===== config.mk =====
export PLATFORM = sky130hd
export DESIGN_NAME = rom_dl_router_flat
export DESIGN_NICKNAME = d
export VERILOG_FILES = /design/src/rtl/rom_dl_router_if.sv /design/src/rtl/rom_dl_router.sv /design/src/flat_wrapper.sv
export SDC_FILE = /design/constraint.sdc
export NUM_CORES = 1
export LEC_CHECK = 0
export CAP_MARGIN = 15
export CORE_MARGIN = 1.5
export CORE_UTILIZATION = 55
export CTS_CLUSTER_SIZE = 14
export DETAILED_ROUTE_END_ITERATION = 7
export HOLD_SLACK_MARGIN = 0.1
export PLACE_DENSITY = 0.8
export SETUP_SLACK_MARGIN = 0.15
export SLEW_MARGIN = 40
export SYNTH_ARGS = -nofsm -noshare
export SYNTH_HDL_FRONTEND = slang
export SYNTH_SLANG_ARGS = --single-unit
export TNS_END_PERCENT = 50

===== constraint.sdc =====
create_clock -name clk_sys -period 3.1 [get_ports clk_sys]
set_input_delay 0.465 -clock clk_sys [delete_from_list [all_inputs] [get_ports clk_sys]]
set_output_delay 0.465 -clock clk_sys [all_outputs]
set_load 0.005 [all_outputs]

===== src/rtl/rom_dl_router_if.sv =====
// SDRAM write-port bundle between the ROM download router (master) and the sdram controller (slave).
interface rom_dl_router_if #(
    parameter int NUM_PORTS = 2,
    parameter int PORT_AW   = 23
);
    logic [NUM_PORTS-1:0] port_req;
    logic [NUM_PORTS-1:0] port_ack;
    logic [PORT_AW-1:0]   port_a;
    logic [15:0]          port_d;
    logic [1:0]           port_ds;
    logic                 port_we;

    modport master (
        output port_req, port_a, port_d, port_ds, port_we,
        input  port_ack
    );

    modport slave (
        input  port_req, port_a, port_d, port_ds, port_we,
        output port_ack
    );
endinterface


===== src/rtl/rom_dl_router.sv =====
// ROM download router: packs the ioctl byte stream into 16-bit words, routes each word to an sdram
// write port by address region with toggle req/ack handshakes, and produces rom_loaded / core_reset.
module rom_dl_router #(
    parameter int          NUM_PORTS    = 2,
    parameter int          PORT_AW      = 23,
    parameter logic [7:0]  ROM_INDEX    = 8'h00,
    parameter logic [24:0] BASE_0       = 25'h000_0000,
    parameter logic [24:0] BASE_1       = 25'h001_0000,
    parameter logic [24:0] BASE_2       = 25'h002_0000,
    parameter logic [24:0] BASE_3       = 25'h003_0000,
    parameter logic [15:0] RESET_CYCLES = 16'hFFFF
) (
    input  logic                  clk_sys,
    input  logic                  reset_n,
    input  logic                  ioctl_downl,
    input  logic [7:0]            ioctl_index,
    input  logic                  ioctl_wr,
    input  logic [24:0]           ioctl_addr,
    input  logic [7:0]            ioctl_dout,
    input  logic                  soft_reset,
    rom_dl_router_if.master       sd,
    output logic                  dl_busy,
    output logic                  overflow,
    output logic                  rom_loaded,
    output logic                  core_reset
);
    localparam logic [24:0] BASES [4] = '{BASE_0, BASE_1, BASE_2, BASE_3};

    typedef enum logic {S_IDLE, S_WAIT} state_t;

    typedef struct packed {
        logic [NUM_PORTS-1:0] sel;
        logic [PORT_AW-1:0]   a;
        logic [15:0]          d;
        logic [1:0]           ds;
    } word_t;

    state_t               state_q, state_d;
    logic                 wr_q, downl_q;
    logic                 asm_valid, asm_valid_d, asm_load;
    logic [NUM_PORTS-1:0] asm_sel;
    logic [PORT_AW-1:0]   asm_a;
    logic [7:0]           asm_byte;
    logic                 slot_full;
    word_t                slot, cw, held_w;
    logic                 cw_valid, extra_drop, issue, ack_done;
    logic [NUM_PORTS-1:0] req_q, cur_sel;
    logic [PORT_AW-1:0]   a_q;
    logic [15:0]          d_q;
    logic [1:0]           ds_q;
    logic                 we_q, overflow_q, dl_seen, rom_loaded_q, core_reset_q;
    logic [15:0]          count_q;
    logic                 byte_hit, same_word, accept, downl_fall, downl_rise;
    logic [NUM_PORTS-1:0] byte_sel;
    logic [24:0]          byte_off;
    logic [PORT_AW-1:0]   byte_a;

    assign accept     = ioctl_wr && !wr_q && ioctl_downl && (ioctl_index == ROM_INDEX);
    assign downl_fall = downl_q && !ioctl_downl;
    assign downl_rise = !downl_q && ioctl_downl;

    // Regions ascend, so the last base the address clears is the highest matching region.
    always_comb begin
        byte_hit = 1'b0;
        byte_sel = '0;
        byte_off = '0;
        for (int i = 0; i < NUM_PORTS; i++) begin
            if (ioctl_addr >= BASES[i]) begin
                byte_hit    = 1'b1;
                byte_sel    = '0;
                byte_sel[i] = 1'b1;
                byte_off    = ioctl_addr - BASES[i];
            end
        end
    end

    assign byte_a    = byte_off[PORT_AW:1];
    assign same_word = asm_valid && (asm_sel == byte_sel) && (asm_a == byte_a);
    assign held_w    = '{sel: asm_sel, a: asm_a, d: {8'h00, asm_byte}, ds: 2'b01};

    // NOTE: every output of a combinational block gets a default first so no path can infer a latch.
    always_comb begin
        cw          = '0;
        cw_valid    = 1'b0;
        extra_drop  = 1'b0;
        asm_valid_d = asm_valid;
        asm_load    = 1'b0;
        if (accept && byte_hit) begin
            if (!ioctl_addr[0]) begin
                if (asm_valid && !same_word) begin
                    cw       = held_w;
                    cw_valid = 1'b1;
                end
                asm_valid_d = 1'b1;
                asm_load    = 1'b1;
            end else if (same_word) begin
                cw          = held_w;
                cw.d        = {ioctl_dout, asm_byte};
                cw.ds       = 2'b11;
                cw_valid    = 1'b1;
                asm_valid_d = 1'b0;
            end else begin
                cw_valid    = 1'b1;
                asm_valid_d = 1'b0;
                if (asm_valid) begin
                    // Stray even byte and lone odd byte finish together; the single slot keeps the older one.
                    cw         = held_w;
                    extra_drop = 1'b1;
                end else begin
                    cw.sel = byte_sel;
                    cw.a   = byte_a;
                    cw.d   = {ioctl_dout, 8'h00};
                    cw.ds  = 2'b10;
                end
            end
        end else if (downl_fall && asm_valid) begin
            cw          = held_w;
            cw_valid    = 1'b1;
            asm_valid_d = 1'b0;
        end
    end

    assign ack_done = ((sd.port_ack ^ req_q) & cur_sel) == '0;

    always_comb begin
        state_d = state_q;
        issue   = 1'b0;
        case (state_q)
            S_IDLE: if (slot_full) begin
                issue   = 1'b1;
                state_d = S_WAIT;
            end
            S_WAIT: if (ack_done) begin
                if (slot_full) issue = 1'b1;
                else           state_d = S_IDLE;
            end
            default: state_d = S_IDLE;
        endcase
    end

    // NOTE: sequential state uses non-blocking assignments so every register samples pre-edge values.
    always_ff @(posedge clk_sys or negedge reset_n) begin
        if (!reset_n) begin
            state_q      <= S_IDLE;
            wr_q         <= 1'b0;
            downl_q      <= 1'b0;
            asm_valid    <= 1'b0;
            asm_sel      <= '0;
            asm_a        <= '0;
            asm_byte     <= '0;
            slot_full    <= 1'b0;
            slot         <= '0;
            req_q        <= '0;
            cur_sel      <= '0;
            a_q          <= '0;
            d_q          <= '0;
            ds_q         <= '0;
            we_q         <= 1'b0;
            overflow_q   <= 1'b0;
            dl_seen      <= 1'b0;
            rom_loaded_q <= 1'b0;
            count_q      <= RESET_CYCLES;
            core_reset_q <= 1'b1;
        end else begin
            state_q   <= state_d;
            wr_q      <= ioctl_wr;
            downl_q   <= ioctl_downl;
            asm_valid <= asm_valid_d;
            if (asm_load) begin
                asm_sel  <= byte_sel;
                asm_a    <= byte_a;
                asm_byte <= ioctl_dout;
            end

            if (cw_valid && (!slot_full || issue)) begin
                slot      <= cw;
                slot_full <= 1'b1;
            end else if (issue) begin
                slot_full <= 1'b0;
            end

            if (issue) begin
                a_q     <= slot.a;
                d_q     <= slot.d;
                ds_q    <= slot.ds;
                req_q   <= req_q ^ slot.sel;
                cur_sel <= slot.sel;
                we_q    <= 1'b1;
            end else if (state_q == S_WAIT && ack_done) begin
                we_q <= 1'b0;
            end

            if (downl_rise) overflow_q <= 1'b0;
            if ((cw_valid && slot_full && !issue) || extra_drop) overflow_q <= 1'b1;

            if (ioctl_downl && ioctl_index == ROM_INDEX) dl_seen <= 1'b1;
            if (dl_seen && !ioctl_downl && !dl_busy) rom_loaded_q <= 1'b1;

            if (soft_reset || !rom_loaded_q) count_q <= RESET_CYCLES;
            else if (count_q != 16'd0)       count_q <= count_q - 16'd1;
            core_reset_q <= (count_q != 16'd0);
        end
    end

    assign dl_busy    = asm_valid || slot_full || (state_q == S_WAIT);
    assign overflow   = overflow_q;
    assign rom_loaded = rom_loaded_q;
    assign core_reset = core_reset_q;

    assign sd.port_req = req_q;
    assign sd.port_a   = a_q;
    assign sd.port_d   = d_q;
    assign sd.port_ds  = ds_q;
    assign sd.port_we  = we_q;
endmodule


===== src/flat_wrapper.sv =====
// flat-port wrapper written by rule: the top's interface ports become plain ports
module rom_dl_router_flat 
#(
    parameter int          NUM_PORTS    = 2,
    parameter int          PORT_AW      = 23,
    parameter logic [7:0]  ROM_INDEX    = 8'h00,
    parameter logic [24:0] BASE_0       = 25'h000_0000,
    parameter logic [24:0] BASE_1       = 25'h001_0000,
    parameter logic [24:0] BASE_2       = 25'h002_0000,
    parameter logic [24:0] BASE_3       = 25'h003_0000,
    parameter logic [15:0] RESET_CYCLES = 16'hFFFF
)
  (clk_sys, reset_n, ioctl_downl, ioctl_index, ioctl_wr, ioctl_addr, ioctl_dout, soft_reset, dl_busy, overflow, rom_loaded, core_reset, sd_port_req, sd_port_a, sd_port_d, sd_port_ds, sd_port_we, sd_port_ack);
  rom_dl_router_if #(.NUM_PORTS(NUM_PORTS), .PORT_AW(PORT_AW)) sd_i ();
  input  logic clk_sys;
  input  logic reset_n;
  input  logic ioctl_downl;
  input  logic [7:0] ioctl_index;
  input  logic ioctl_wr;
  input  logic [24:0] ioctl_addr;
  input  logic [7:0] ioctl_dout;
  input  logic soft_reset;
  output logic dl_busy;
  output logic overflow;
  output logic rom_loaded;
  output logic core_reset;
  output wire logic [$bits(sd_i.port_req)-1:0] sd_port_req;
  output wire logic [$bits(sd_i.port_a)-1:0] sd_port_a;
  output wire logic [$bits(sd_i.port_d)-1:0] sd_port_d;
  output wire logic [$bits(sd_i.port_ds)-1:0] sd_port_ds;
  output wire logic [$bits(sd_i.port_we)-1:0] sd_port_we;
  input wire logic [$bits(sd_i.port_ack)-1:0] sd_port_ack;
  assign sd_port_req = sd_i.port_req;
  assign sd_port_a = sd_i.port_a;
  assign sd_port_d = sd_i.port_d;
  assign sd_port_ds = sd_i.port_ds;
  assign sd_port_we = sd_i.port_we;
  assign sd_i.port_ack = sd_port_ack;
  rom_dl_router #(.NUM_PORTS(NUM_PORTS), .PORT_AW(PORT_AW), .ROM_INDEX(ROM_INDEX), .BASE_0(BASE_0), .BASE_1(BASE_1), .BASE_2(BASE_2), .BASE_3(BASE_3), .RESET_CYCLES(RESET_CYCLES)) u_core (.clk_sys(clk_sys), .reset_n(reset_n), .ioctl_downl(ioctl_downl), .ioctl_index(ioctl_index), .ioctl_wr(ioctl_wr), .ioctl_addr(ioctl_addr), .ioctl_dout(ioctl_dout), .soft_reset(soft_reset), .sd(sd_i), .dl_busy(dl_busy), .overflow(overflow), .rom_loaded(rom_loaded), .core_reset(core_reset));
endmodule

Word-level counts from Yosys, hierarchy flattened. Cells that the tools add are included.

Latch bits: 0. Flip-flop bits (word level): 147. Output and inout port bits: 48. Memories: 0. Input bits: 48. Bits in read-only memories: 0. Memory bits (writable): 0.

Order comparisons: 2. $add $sub $neg: 2. Multiplexer cells: 37. Bitwise gates (word level): 4. $mul: 0. Equality and inequality tests: 2. Divide/modulo/power cells: 0. Shift operators: 0. Reductions and logical operators: 38.

Operator list (count): 43-bit two-way mux (6); 24-bit two-way mux (2); 16-bit two-way mux (2); 25-bit by 1-bit >= comparator with 1-bit output, second input constant (1); 25-bit by 17-bit >= comparator with 1-bit output, second input constant (1); 1-bit two-way mux (24); 24-bit by 17-bit subtractor with 24-bit output, second input constant (1); 23-bit equality test (1); 1-bit logical AND (17); 16-bit nonzero test (1); 16-bit by 1-bit subtractor with 16-bit output, second input constant (1); 2-bit nonzero test (5); 1-bit zero test (8); 8-bit zero test (1); 1-bit logical OR (5); 1-bit one-hot mux with 2 select lines (2); 2-bit XOR (2); 2-bit AND (1); 2-bit equality test (1); 2-bit zero test (1); 2-bit two-way mux (1); 1-bit NOT (1).

Logic depth before layout (Yosys ltp).
Word-level depth: 15. Gate-level depth with buffers: 14. Depth with buffers taken out: 11.

Least setup slack after synthesis. No wires, ideal clock.

Kind: in2reg. From: input ioctl_addr[4]. To: register u_core.slot[36] in the netlist's numbering. Stages: 10. Buffers on the path: 1. Arrival: 3.187 ns. Setup time: 0.124 ns. Path slack: -0.211 ns. Data required time: 2.976 ns. Cell sequence: or4_4 -> or4_4 -> o21ai_2 -> a21oi_1 -> or4_1 -> nor4_2 -> a211o_2 -> nor2_1 -> buf_6 -> a211o_1.

Longest elaborated chain between the ends: 12. Elaborated cells between the ends (all ways): 25.

Ends and longest elaborated chain: start, declared (RTL line flat_wrapper.sv:20) `input logic [24:0] ioctl_addr;`; branches (longest 12 deep; another with 25-bit by 1-bit >= comparator with 1-bit output); end signal, assigned (RTL line rom_dl_router.sv:176) `slot <= cw;`; end, declared (RTL line rom_dl_router.sv:45) `word_t slot, cw, held_w;`.

Parallel ways; which one is timed is not known. A chain may end at the register's enable or synchronous reset.

Worst setup path in the final report.
From: input ioctl_addr[3]. To: register u_core.slot[38] in the netlist's numbering.

Same word-level chain as after synthesis.

==> summary.md <==
| Metric | Value |
|---|---|
| Outcome | `finished, final reports clean` |
| Layout Cells excl Fill | `around 1100` |
| Fin Setup TNS | `0 ns` |
| Post-synth ARST share | `between 90% and 100%` |
| R2r startpoint | `u_core.asm_a[3]$_DFFE_PN0P_` |
| Clock period minus worst slack | `3.10 ns` |
| Hold Path Sink | `u_core.asm_a[2]$_DFFE_PN0P_` |
| Starting Density | `between 50% and 60%` |
| Share of cells above drive strength 1 | `about a third` |
| Sequential share of the synthesized area | `between 50% and 60%` |
| Area of the mapped netlist | `~0.007 mm2` |
| Vias per cell | `a little under 6` |
| CORE AREA | `0.0126 mm2` |
| Clk root buf | `clkbuf_16` |
| Final WS setup | `between 0.00002 and 0.000025 ns` |
| Endpoints failing setup | `0` |
| CP endpoint kind | `flop` |
| FP Rows | `41` |
| Footprint of the multi-input gates | `approximately 0.0035 mm2` |
| Commonest cells post-synth | `130 x dfrtp_1, 114 x nand2_1, 44 x mux2_2` |
| GRT Overall Usage | `approximately a third` |
| Initial DRC Count | `approximately 650` |
| Initial antenna violation count | `0` |
| Die ar. | `~0.014 mm2` |
| Combinational share of power | `~8.7%` |
| NetSw | `about 1.1 mW` |
| Hold Path Class | `in -> reg` |
| Cell count after synthesis | `687` |
| Syn_nets | `738` |
| TritonCTS Buffers | `17` |
| CTS tree | `built` |
| Synth Flop Type | `dfrtp_1` |
| RSZ-0062 raised after global routing | `true` |
| H-tree depth | `4` |
| Worst IR Drop VDD | `approximately 0.39 mV` |
| Fillers | `around 710` |
| Fin Hold WS | `approximately 0.36 ns` |
| P_int | `around 3.5 mW` |
| Clk buf depth | `2` |
| Final GP Congestion | `between 0.9 and 1` |
| Yosys top cell area share | `46.0%` |
| Clk slew on worst S/H paths | `around 0.060 ns` |
| GR Overflow Total | `0` |
| Internal reg-to-reg setup slack | `0.13 ns` |
| Hold_sp | `ioctl_addr[3]` |
| Fmax | `323 MHz` |
| Distinct cell type count after synthesis | `between 60 and 70` |
| Pwr Density | `444 mW/mm2` |
| DRC | `0` |
| Placed cells | `~1000` |
| Sequential share of power | `a little over two fifths` |
| Synthesized flop and latch total | `147` |
| Crit path required time | `approximately 3.4 ns` |
| Vias in the first global route | `about 6500` |
| Crit-path most repeated cell | `buf_4` |
| Wire per inst | `20.9 um` |
| Total power | `4.54 mW` |
| Crit share post-route | `100%` |
| Detailed Place HPWL | `approximately 15000 um` |
| Critical-path maximum fanout | `4` |
| WS Path Type | `in -> reg` |
| Total clock sinks | `~150` |
| Slew margin rel. | `approximately three fifths` |
| 1st-pass router iterations | `5` |
| Worst path cell trace | `buf_8 > or4_4 > or4_4 > o21ai_4 > buf_4 > buf_4 > buf_4 > buf_4 > buf_4 > buf_4 > buf_4 > buf_4 > buf_4 > buf_4 > nand2_1 > xor2_2 > nor2_1 > a211o_1` |
| DIE HEIGHT | `between 100 and 150 um` |
| Critical path startpoint category | `input pin` |
| Clock Power Share | `between 40 and 50%` |
| Hold path depth | `4` |
| IO Port Bufs | `95` |
| Final hold violations | `0` |
| Area Overhead vs Synth | `44.4%` |
| Max-Cap Viols | `0` |
| First-pass GRT wire length | `33800 um` |
| Clock Skews | `~0.015 ns` |
| Fin nets | `953` |
| Number of primary I/O pins | `96` |
| Synth area leaders | `dfrtp_1 46%, mux2_2 7.0%, dfstp_2 6.3%` |
| ANT cells | `0` |
| R2R cell count | `10` |
| Synth Area per Inst | `10.3 um2` |
| R2R Path End | `u_core.slot[41]$_DFFE_PN0P_` |
| Die Wd | `about 120 um` |
| DRT Wirelength | `roughly 23000 um` |
| Crit path largest cell delay | `0.54 ns` |
| Clk_lat worst skew | `between 0.4 and 0.5 ns` |
| Slowest stage cell, crit path | `or4_4` |
| CP arrival | `3.42 ns` |
| Post-synth top area cell | `dfrtp_1` |
| DRT antenna net count | `0` |
| Top-count cell post-synth | `dfrtp_1` |
| Leakage | `4.82 nW` |
| DR vias | `roughly 6500` |
| Sequential Area | `about 0.0037 mm2` |
| Sw Share | `between 20% and 30%` |
| Worst Max-Slew Pin Slew | `just over 0.6 ns` |
| Placement Setup Slack | `-0.932 ns` |
| Synth warn | `0` |
| Largest net degree at the start of global routing | `66` |
| Max-slew violation count | `0` |
| Number of synthesized flops with an enable pin | `0` |
==> cell usage in the layout (no fill, tap or decap), types with 20 or more instances in the layout <==
cell,count
a22o_1,25
buf_4,113
clkbuf_16,20
clkdlybuf4s50_1,71
dfrtp_1,130
inv_1,22
mux2_2,41
nand2_1,113
nor2_1,32
o21ai_0,26
xnor2_1,25
==> layer usage <==
metal / GRT usage, % / wire, um / up-vias
met2: 56.3 / 11200 / 329
li1: - / - / 2868
met3: 8.15 / 1370 / 100
met5: 0 / 0 / -
met4: 18.6 / 1320 / 0
met1: 39.7 / 8880 / 3188
==> how the worst max path moves through the flow <==
stage | from | depth (start not counted) | to | slack (ns)
global route | ioctl_addr[3] | 11 | u_core.slot[41]$_DFFE_PN0P_ | -0.05
finish | ioctl_addr[3] | 18 | u_core.slot[38]$_DFFE_PN0P_ | 0.00002
CTS | ioctl_addr[19] | 19 | u_core.slot[38]$_DFFE_PN0P_ | 0.02
global placement | ioctl_addr[4] | 12 | u_core.slot[41]$_DFFE_PN0P_ | -0.87
detailed placement | ioctl_addr[16] | 12 | u_core.slot[41]$_DFFE_PN0P_ | -0.93
floorplan | ioctl_addr[4] | 10 | u_core.slot[35]$_DFFE_PN0P_ | -0.16
==> worst max-delay path, delay by kind of cell <==
kind            cells  cell delay, ns
simple gates        4            1.20
buf+inv            11            1.09
compound gates      2            0.43
xor+xnor            1            0.22
==> cells by family after synthesis <==
family | after synthesis | synth area share (%)
and+or+nand+nor | 260 | 17.8
buffers and inverters | 56 | 3.38
muxes | 47 | 7.42
DFF | 147 | 52.3
adders and majority gates | 3 | 0.530
AOI/OAI and AO/OA | 135 | 13.8
xor gates and xnor gates | 39 | 4.83
==> stage by stage <==
stage	cell area [um2]	utilization [%]
after floorplan	7090	-
after global placement	8950	71.2
after detailed placement	8960	71.3
after CTS	9950	79.2
after global routing	10200	81.3
final	10200	81.3
==> area by class of cell <==
type,instances,share of cell area [%]
Clock inverter,11,1.46
Inverter,23,0.845
Sequential cell,147,36.2
Timing Repair Buffer,229,21.0
Tap cell,172,2.11
Clock buffer,21,4.60
Multi-Input combinational cell,484,33.8
==> state kept, by name (all words and copies together) (netlist names) <==
signal and cells:
u_core.count_q 16, u_core.asm_byte 8, u_core.sd.port_we 1, u_core.asm_a 23
u_core.slot_full 1, u_core.sd.port_a 23, u_core.core_reset 1, u_core.asm_sel 2
u_core.overflow 1, u_core.slot 43, u_core.dl_seen 1, u_core.cur_sel 2
u_core.rom_loaded 1, u_core.downl_q 1, u_core.wr_q 1, u_core.sd.port_d 16
u_core.state_q 1, u_core.sd.port_ds 2, u_core.sd.port_req 2, u_core.asm_valid 1
==> power by group through the flow <==
stage          Sequential (mW)  Combinational [mW]  Clock, mW
2_1_floorplan             2.01               0.126          0
3_3_place_gp              2.01               0.362          0
3_5_place_dp              2.01               0.369          0
4_1_cts                   1.98               0.377       2.16
5_1_grt                   1.98               0.424       2.25
6_report                  1.98               0.395       2.17
==> repair_timing <==
item                                    4_1_cts  5_1_grt
resized for setup                            89       46
cloned                                        2        3
hold buffers                                  1        0
pin swaps                                    23       33
endpoints found under the hold margin        55        0
setup buffers                                18        5
endpoints found under the setup margin       45       46
(Power assumes the default switching activity.)
